`src/rtl/cas_overlay_pkg.sv`:
```
// Shared constants and types for the cassette-overlay character RAM logic.
// Consumers: cas_rr_arbiter, cas_chram_scheduler (optional feature macro CAS_VBLANK_GATE_EN).
package cas_overlay_pkg;

    localparam int CHRAM_AW = 12;
    localparam int RR_W     = 2;

    typedef enum logic {
        IDLE  = 1'b0,
        BURST = 1'b1
    } sched_state_t;

    localparam logic [7:0] CH_BAR_FULL  = 8'h7F;
    localparam logic [7:0] CH_BAR_EMPTY = 8'hA6;
    localparam logic [7:0] CH_GEAR_A    = 8'h2A;
    localparam logic [7:0] CH_GEAR_B    = 8'h96;

    localparam logic [CHRAM_AW-1:0] CHRAM_GEAR_L = 12'd331;
    localparam logic [CHRAM_AW-1:0] CHRAM_GEAR_R = 12'd340;
    localparam logic [CHRAM_AW-1:0] CHRAM_BAR0   = 12'd136;

    function automatic logic [RR_W-1:0] onehot_to_idx(input logic [3:0] oh);
        onehot_to_idx = '0;
        for (int k = 0; k < 4; k++) begin
            if (oh[k]) onehot_to_idx = RR_W'(k);
        end
    endfunction

endpackage

```
`src/rtl/cas_rr_arbiter.sv`:
```
// Combinational round-robin pick: lowest-index requester at or after rr_ptr wins.
// Result is one-hot, or all zero when nothing is requesting.
module cas_rr_arbiter
    import cas_overlay_pkg::*;
#(
    parameter int NUM_REQ = 3
) (
    input  logic [NUM_REQ-1:0] req,
    input  logic [RR_W-1:0]    rr_ptr,
    output logic [NUM_REQ-1:0] winner
);

    logic found;

    always_comb begin
        winner = '0;
        found  = 1'b0;
        for (int k = 0; k < NUM_REQ; k++) begin
            for (int i = 0; i < NUM_REQ; i++) begin
                if (!found && req[i] && (i == (int'(rr_ptr) + k) % NUM_REQ)) begin
                    winner[i] = 1'b1;
                    found     = 1'b1;
                end
            end
        end
    end

endmodule

```
`src/rtl/cas_chram_scheduler.sv`:
```
// Shares the chram write port between overlay requesters; whole bursts, round-robin.
// Define CAS_VBLANK_GATE_EN to start new bursts only while vblank is high.
//
//  state | meaning
//  IDLE  | no owner; arbitrate among requesters not finishing this cycle
//  BURST | owner holds gnt; one registered write per cycle until len_m1
module cas_chram_scheduler
    import cas_overlay_pkg::*;
#(
    parameter int NUM_REQ = 3,
    parameter int AW      = CHRAM_AW
) (
    input  logic                  i_clk,
    input  logic                  reset_n,
    input  logic [NUM_REQ-1:0]    req,
    input  logic [NUM_REQ*AW-1:0] req_addr,
    input  logic [NUM_REQ*4-1:0]  req_len_m1,
    input  logic [NUM_REQ*8-1:0]  req_data,
    input  logic                  vblank,
    output logic [NUM_REQ-1:0]    gnt,
    output logic [3:0]            beat_idx,
    output logic [NUM_REQ-1:0]    done,
    output logic                  wr_ena,
    output logic [AW-1:0]         wr_addr,
    output logic [7:0]            wr_data,
    output logic                  busy
);

    sched_state_t       state;
    logic [RR_W-1:0]    rr_ptr;
    logic [RR_W-1:0]    win_idx;
    logic [RR_W-1:0]    arb_idx;
    logic [AW-1:0]      base;
    logic [3:0]         len_m1;
    logic [NUM_REQ-1:0] cand;
    logic [NUM_REQ-1:0] winner;
    logic               arb_en;
    logic [AW-1:0]      sel_addr;
    logic [3:0]         sel_len;
    logic [7:0]         sel_data;

`ifdef CAS_VBLANK_GATE_EN
    assign arb_en = vblank;
`else
    logic unused_vblank;
    assign unused_vblank = vblank;
    assign arb_en        = 1'b1;
`endif

    // A requester still pulsing done has not yet seen it, so it sits out this round.
    assign cand = req & ~done;

    cas_rr_arbiter #(.NUM_REQ(NUM_REQ)) u_arb (
        .req    (cand),
        .rr_ptr (rr_ptr),
        .winner (winner)
    );

    assign arb_idx = onehot_to_idx(4'(winner));

    always_comb begin
        sel_addr = '0;
        sel_len  = '0;
        sel_data = '0;
        for (int i = 0; i < NUM_REQ; i++) begin
            if (arb_idx == RR_W'(i)) begin
                sel_addr = req_addr[AW*i +: AW];
                sel_len  = req_len_m1[4*i +: 4];
            end
            if (win_idx == RR_W'(i)) sel_data = req_data[8*i +: 8];
        end
    end

    always_ff @(posedge i_clk or negedge reset_n) begin
        if (!reset_n) begin
            state    <= IDLE;
            rr_ptr   <= '0;
            win_idx  <= '0;
            base     <= '0;
            len_m1   <= '0;
            gnt      <= '0;
            beat_idx <= '0;
            done     <= '0;
            wr_ena   <= 1'b0;
            wr_addr  <= '0;
            wr_data  <= '0;
            busy     <= 1'b0;
        end else begin
            case (state)
                IDLE: begin
                    wr_ena <= 1'b0;
                    done   <= '0;
                    busy   <= 1'b0;
                    if (arb_en && (|winner)) begin
                        state    <= BURST;
                        gnt      <= winner;
                        win_idx  <= arb_idx;
                        base     <= sel_addr;
                        len_m1   <= sel_len;
                        beat_idx <= '0;
                        busy     <= 1'b1;
                    end
                end
                BURST: begin
                    wr_ena  <= 1'b1;
                    wr_addr <= base + AW'(beat_idx);
                    wr_data <= sel_data;
                    busy    <= 1'b1;
                    if (beat_idx == len_m1) begin
                        done     <= gnt;
                        gnt      <= '0;
                        beat_idx <= '0;
                        rr_ptr   <= (win_idx == RR_W'(NUM_REQ - 1)) ? '0 : win_idx + RR_W'(1);
                        state    <= IDLE;
                    end else begin
                        beat_idx <= beat_idx + 4'd1;
                    end
                end
                default: state <= IDLE;
            endcase
        end
    end

endmodule

```
`config.mk`:
```
export PLATFORM = sky130hd
export DESIGN_NAME = cas_chram_scheduler
export DESIGN_NICKNAME = d
export VERILOG_FILES = /design/src/rtl/cas_overlay_pkg.sv /design/src/rtl/cas_rr_arbiter.sv /design/src/rtl/cas_chram_scheduler.sv
export SDC_FILE = /design/constraint.sdc
export NUM_CORES = 1
export LEC_CHECK = 0
export ABC_AREA = 0
export CORE_ASPECT_RATIO = 0.9
export CORE_MARGIN = 1.5
export CORE_UTILIZATION = 45
export CTS_CLUSTER_DIAMETER = 40
export DETAILED_ROUTE_END_ITERATION = 10
export GPL_ROUTABILITY_DRIVEN = 0
export HOLD_SLACK_MARGIN = 0.12
export PLACE_DENSITY = 0.83
export SYNTH_ARGS = -nofsm -noshare
export SYNTH_HDL_FRONTEND = slang
export SYNTH_SLANG_ARGS = --single-unit
export TNS_END_PERCENT = 10
```
`constraint.sdc`:
```
create_clock -name i_clk -period 2.3 [get_ports i_clk]
set_input_delay 0.575 -clock i_clk [delete_from_list [all_inputs] [get_ports i_clk]]
set_output_delay 0.575 -clock i_clk [all_outputs]
set_load 0.01 [all_outputs]
```
==> flow_metrics.tcl, run 1 <==
set metrics [dict create \
    status "finished clean" \
    dp_slack_ns -0.126 \
    tritoncts "built" \
    die_x_um 88.9 \
    endpoint_kind "flop" \
    setup_viol 0 \
    ctsHoldBuffers 0 \
    ys_warn_count 0 \
    worst_slew_pin_slew_ns 0.600 \
    numCtsBuffers 5 \
    vias_per_cell 5.21 \
    cp.required_ns 2.48 \
    htree_levels 2 \
    max-slew-margin-rel_pct 60.0 \
    drv_cap 0 \
    instances_no_fill 510 \
    clk_pin_slew_worst_paths_ns 0.10 \
    synth_most_common_cell "dfrtp_1" \
    period_needed_ns 2.14 \
    hold_class "input port to async pin" \
    area_growth_pct 44.9 \
    synth_edf_count 0 \
    synth-seq-area-share_pct 44.4 \
    placed_cells 502 \
    cts_resized 0 \
    yosysTopAreaCell "dfrtp_1" \
    grtUsageTotal_pct 21.2 \
    syn_inst 306 \
    die_height_um 80.3 \
    pwr_density_cell_nw_per_um2 1260 \
    grt_pass1_wl_mm 11.6 \
    coreArea_um2 6250 \
    cts_setup_buffers 0 \
    first_iter_violations 136 \
    drt-pass1-iter-count 4 \
    detail-route-antenna-nets 0 \
    hpwl_mm 5.68 \
    root_buffer "clkbuf_8" \
    path_class "flop to flop" \
    slew_viol_final 0 \
    rsz0062_at_grt "no" \
    start_kind "flop" \
    leakagePower_nw 1.83 \
    fmax_ghz 0.467 \
    stdcell_area_um2 4330 \
    ys_ff_latch 53 \
    io_pins 110 \
    r2r-start "rr_ptr[0]" \
    r2r_slack_ns 0.16 \
    yosys.cell_types.count 43 \
    cts.sinks 53 \
    clock_latency_ns 0.31 \
    wirelength_mm 7.31 \
    skew_ns 0.0123 \
    synth_area_leaders "dfrtp_1 44%, a21oi_1 7.5%, a22o_1 5.0%" \
    ys.flop_type "dfrtp_1" \
    synthArstFlopShare_pct 100 \
    io_buffer_count 108 \
    period_share_pct 93.1 \
    vias 2657 \
    cts_max_path_buffers 2 \
    setup_ws_ns 0.159 \
    core.rowCount 27 \
    initial_core_util_pct 47.8 \
    grt_max_degree 47 \
    netlist.area_leader.share_pct 44.4 \
    peakVddDrop_mv 0.680 \
    worstRegToRegCells 9 \
    n_fill_cell 479 \
    cp_max_fo 20 \
    placed_area_um2 4240 \
    routedWlPerCell_um 14.3 \
    arrival_ns 2.32 \
    synth_nets 392 \
    layout-drive-gt1-share_pct 12.1 \
    finalNetCount 508 \
    antenna_cells 0 \
    netlist_top_cells_count "53 x dfrtp_1, 45 x a21oi_1, 34 x nor2_1" \
    grt-ovfl-total 0 \
    hold_viol_final 0 \
    synthesis.area_um2 2990 \
    die_area_um2 7130 \
    drc 0 \
    grt_pass1_vias 2548 \
    final_util_pct 69.2 \
    antenna_found_initial 0 \
    avgSynthCellArea_um2 9.76 \
    reg2reg_to "base[1]" \
]
[placed cells by master, fill, tap and decap left out, types with 8 or more instances in the layout]
cell,instances
nand2_1,27
o21ai_0,12
mux2i_1,11
o21ai_2,13
a21oi_1,45
xor2_1,8
nor2_1,34
clkdlybuf4s50_1,107
inv_1,13
buf_4,12
dfrtp_1,53
a22o_1,17
[through the flow]
step                setup TNS (ns)  power (mW)  hold WS (ns)
floorplan                        0        3.69         0.279
global placement            -0.207        4.80         0.467
detailed placement          -0.982        4.94         0.488
CTS                              0        5.48         0.154
global route                     0        5.87         0.160
finish                           0        5.44         0.144
[final cells by class]
| type | instances | area (µm²) | area share (%) |
|---|---|---|---|
| multi-input cells | 225 | 1510 | 34.8 |
| flip-flops and latches | 53 | 1330 | 30.7 |
| repair buffers | 124 | 1250 | 28.8 |
| well taps | 87 | 109 | 2.52 |
| clock buffers | 5 | 68.8 | 1.59 |
| inverters | 13 | 48.8 | 1.13 |
| clock inverters | 3 | 21.3 | 0.492 |
[kinds of logic (layout without fill, tap and decap cells)]
| kind of cell | count (synthesis) | count (layout) | synth area share, % |
|---|---|---|---|
| muxes | 15 | 15 | 5.28 |
| DFF | 53 | 53 | 44.4 |
| xor gates and xnor gates | 14 | 14 | 4.11 |
| adders and majority gates | 8 | 8 | 3.60 |
| and+or+nand+nor | 85 | 85 | 14.2 |
| buffers and inverters | 28 | 145 | 5.11 |
| AOI/OAI and AO/OA | 103 | 103 | 23.3 |
[where the power goes]
part / leakage (nW) / internal, mW / switching [mW] / total [mW]
clock network: 0.0445 / 0.216 / 0.313 / 0.529
logic: 1.14 / 1.62 / 1.56 / 3.18
registers: 0.647 / 1.36 / 0.374 / 1.73
total: 1.83 / 3.19 / 2.25 / 5.44
[state kept, by name, summed over array words and instances, names as in the netlist]
| register | count |
|---|---|
| done | 3 |
| win_idx | 2 |
| wr_data | 8 |
| wr_ena | 1 |
| beat_idx | 4 |
| wr_addr | 12 |
| gnt | 3 |
| busy | 1 |
| state | 1 |
| rr_ptr | 2 |
| len_m1 | 4 |
| base | 12 |
[worst max-delay path by stage]
stage / from / endpoint / cells past startpoint
6_report: rr_ptr[0] / base[1] / 9
5_1_grt: beat_idx[1] / wr_addr[10] / 8
4_1_cts: rr_ptr[0] / base[1] / 9
3_5_place_dp: req[1] / base[1] / 9
3_3_place_gp: req[1] / base[1] / 8
2_1_floorplan: beat_idx[0] / wr_addr[8] / 9
[metal layers]
layer / GRT usage (%) / share of wire, %
met1: 26.3 / 44
met2: 36.4 / 47
met3: 4.83 / 7.4
met4: 6.09 / 1.4
met5: 0 / 0
[worst max-delay path: stages, from the launching register on]
cell and delay (ns):
dfrtp_1 0.39, inv_1 0.05, ha_1 0.35, nor2_1 0.06
o21bai_1 0.11, and4b_1 0.32, buf_12 0.21, nor2_8 0.09
a211oi_1 0.34, a21oi_1 0.07
Note: power is estimated with default switching activity, not from simulation.
==> run 2: changes to the inputs <==
==> constraint.sdc (replaced) <==
create_clock -name i_clk -period 2 [get_ports i_clk]
set_input_delay 0.5 -clock i_clk [delete_from_list [all_inputs] [get_ports i_clk]]
set_output_delay 0.5 -clock i_clk [all_outputs]
set_load 0.01 [all_outputs]
==> run 2 against run 1 <==
The flow now finishes with violations (setup timing). Power grew 25%. Core utilization grew 4.6 points. Register-to-register slack lost 0.27 ns. Cell area grew 6.6%. Largest cell class unchanged. Highest routed layer unchanged. Sequential share of layout area shrank 1.9 points. Via count grew 5.3%. Routed wire length grew 12%. Sequential power grew 16%.
==> flow_metrics.tcl, run 2 (same netlist as run 1, synthesis figures left out) <==
set metrics [dict create \
    status "finished, violations left" \
    violations "setup timing" \
    htree_levels 2 \
    grt_max_degree 54 \
    coreArea_um2 6250 \
    core.rowCount 27 \
    grt_pass1_wl_mm 12.2 \
    p_sw_mw 2.85 \
    grt-ovfl-total 0 \
    peakVddDrop_mv 0.707 \
    drc 0 \
    clock_latency_ns 0.32 \
    leakagePower_nw 1.95 \
    vias_per_cell 5.33 \
    area_growth_pct 54.5 \
    hold_viol_final 0 \
    layout_commonest_cell "clkdlybuf4s50_1" \
    instances_no_fill 525 \
    path_class "flop to flop" \
    arrival_ns 2.32 \
    period_share_pct 106 \
    endpoint_kind "flop" \
    grtUsageTotal_pct 22.1 \
    numCtsBuffers 5 \
    p_int_mw 3.98 \
    cp_slowest_cell "dfrtp_2" \
    worst_slew_pin_slew_ns 0.609 \
    cts_max_path_buffers 2 \
    antenna_found_initial 0 \
    die_height_um 80.3 \
    detail-route-antenna-nets 0 \
    vias 2799 \
    max-slew-margin-rel_pct 59.4 \
    pwr_density_cell_nw_per_um2 1480 \
    fin_total_pwr_mw 6.82 \
    final_cell_mix "106 x clkdlybuf4s50_1, 52 x dfrtp_1, 41 x a21oi_1, 32 x nor2_1, 20 x buf_4" \
    drt-pass1-iter-count 5 \
    setup_ws_ns -0.111 \
    p_clk_share_pct 9.5 \
    hold_class "input port to async pin" \
    rsz0062_at_grt "yes" \
    die_area_um2 7130 \
    io_pins 110 \
    hpwl_mm 5.64 \
    tritoncts "built" \
    skew_ns 0.00907 \
    start_kind "flop" \
    io_buffer_count 108 \
    die_x_um 88.9 \
    p_seq_share_pct 29.4 \
    stdcell_area_um2 4610 \
    slew_viol_final 0 \
    placed_area_um2 4290 \
    drv_cap 0 \
    final.setup.tns_ns -0.835 \
    antenna_cells 0 \
    p_sw_share_pct 41.7 \
    cp.required_ns 2.21 \
    initial_core_util_pct 47.8 \
    root_buffer "clkbuf_8" \
    finalNetCount 523 \
    reg.largest.list "base x12, wr_addr x12, wr_data x8" \
    cts.sinks 53 \
    period_needed_ns 2.11 \
    p_comb_share_pct 61.2 \
    fmax_ghz 0.474 \
    layout-drive-gt1-share_pct 20.8 \
    cp_max_fo 10 \
    n_fill_cell 430 \
    grt_pass1_vias 2608 \
    clk_pin_slew_worst_paths_ns 0.11 \
    first_iter_violations 135 \
    routedWlPerCell_um 15.5 \
    worstPathCellList "inv_2 > ha_4 > nor2_2 > o21bai_1 > and4b_2 > buf_4 > buf_12 > a22o_1 > a21oi_1 > o21ai_2" \
    setup_viol 18 \
    cpPeakStageDelay_ns 0.45 \
    wirelength_mm 8.15 \
    placed_cells 508 \
]
run 2: cell types whose count changed in the layout (fill, tap and decap cells not counted), moves of 3 or more:
cell	delta
a211oi_1	-3
a211oi_2	+3
inv_2	+3
inv_1	-3
nand2_1	-8
a21oi_1	-4
o21ai_0	-4
buf_4	+8
nand2_2	+7
o21ai_1	+3
a21oi_2	+4
run 2: metal layers:
| layer | part of all wire [%] | vias up | track usage (%) |
|---|---|---|---|
| li1 | - | 1344 | - |
| met1 | 41 | 1323 | 28.7 |
| met2 | 50 | 119 | 37.1 |
| met3 | 7.3 | 13 | 4.52 |
| met4 | 1.6 | 0 | 6.25 |
| met5 | 0 | - | 0 |
run 2: per-stage QoR:
step                      hold WS (ns)  util, %  worst slack (ns)
after floorplan                  0.204        -            0.0836
after global placement           0.469     68.7            -0.267
after detailed placement         0.480     68.7            -0.308
after CTS                        0.166     70.9            0.0116
after global routing             0.174     73.8            -0.139
final                            0.150     73.8            -0.111
run 2: final cells by class:
class / instances / area, µm² / share of cell area [%]
Tap cell: 87 / 109 / 2.36
Sequential cell: 53 / 1330 / 28.8
Multi-Input combinational cell: 226 / 1610 / 34.9
Inverter: 13 / 48.8 / 1.06
Timing Repair Buffer: 138 / 1420 / 30.9
Clock inverter: 3 / 26.3 / 0.570
Clock buffer: 5 / 68.8 / 1.49
run 2: critical path: cells and delay by family (launching register included):
family	cells	cell delay [ns]
DFF	1	0.45
and+or+nand+nor	2	0.36
AOI/OAI and AO/OA	4	0.61
buffers and inverters	3	0.37
adders and majority gates	1	0.21
run 2: power groups by stage:
stage | registers, mW | clock network, mW | logic, mW
after detailed placement | 1.99 | 0 | 3.72
after CTS | 1.97 | 0.649 | 3.82
after global placement | 1.97 | 0 | 3.60
final | 2.00 | 0.645 | 4.17
after floorplan | 2.02 | 0 | 2.23
after global routing | 2.07 | 0.697 | 4.52
run 2: path summary, 6_finish.rpt:
check / start / to / slack, ns / cells after the start
min in group i_clk: wr_addr[1] / wr_addr[1] / 0.51 / 2
max: rr_ptr[0] / base[6] / -0.11 / 10
min reg2reg: wr_addr[1] / wr_addr[1] / 0.51 / 2
min: reset_n / wr_addr[8] / 0.15 / 2
max reg2reg: rr_ptr[0] / base[6] / -0.11 / 10
max in group asynchronous: reset_n / rr_ptr[0] / 1.60 / 2
run 2: repair_timing:
action	4_1_cts	5_1_grt
cloned	1	2
pin swaps	2	11
hold buffers	0	0
setup buffers	1	5
endpoints found under the setup margin	20	26
gates resized for setup	5	33
==> run 3: changes to the inputs <==
--- a/config.mk
+++ b/config.mk
@@ -9,6 +9,7 @@
 export CORE_ASPECT_RATIO = 0.9
 export CORE_MARGIN = 1.5
 export CORE_UTILIZATION = 45
+export CTS_BUF_LIST = sky130_fd_sc_hd__clkbuf_8
 export CTS_CLUSTER_DIAMETER = 40
 export DETAILED_ROUTE_END_ITERATION = 10
 export GPL_ROUTABILITY_DRIVEN = 0
==> results of run 3 <==
Final layout, timing and power as in run 2 (identical DEF).
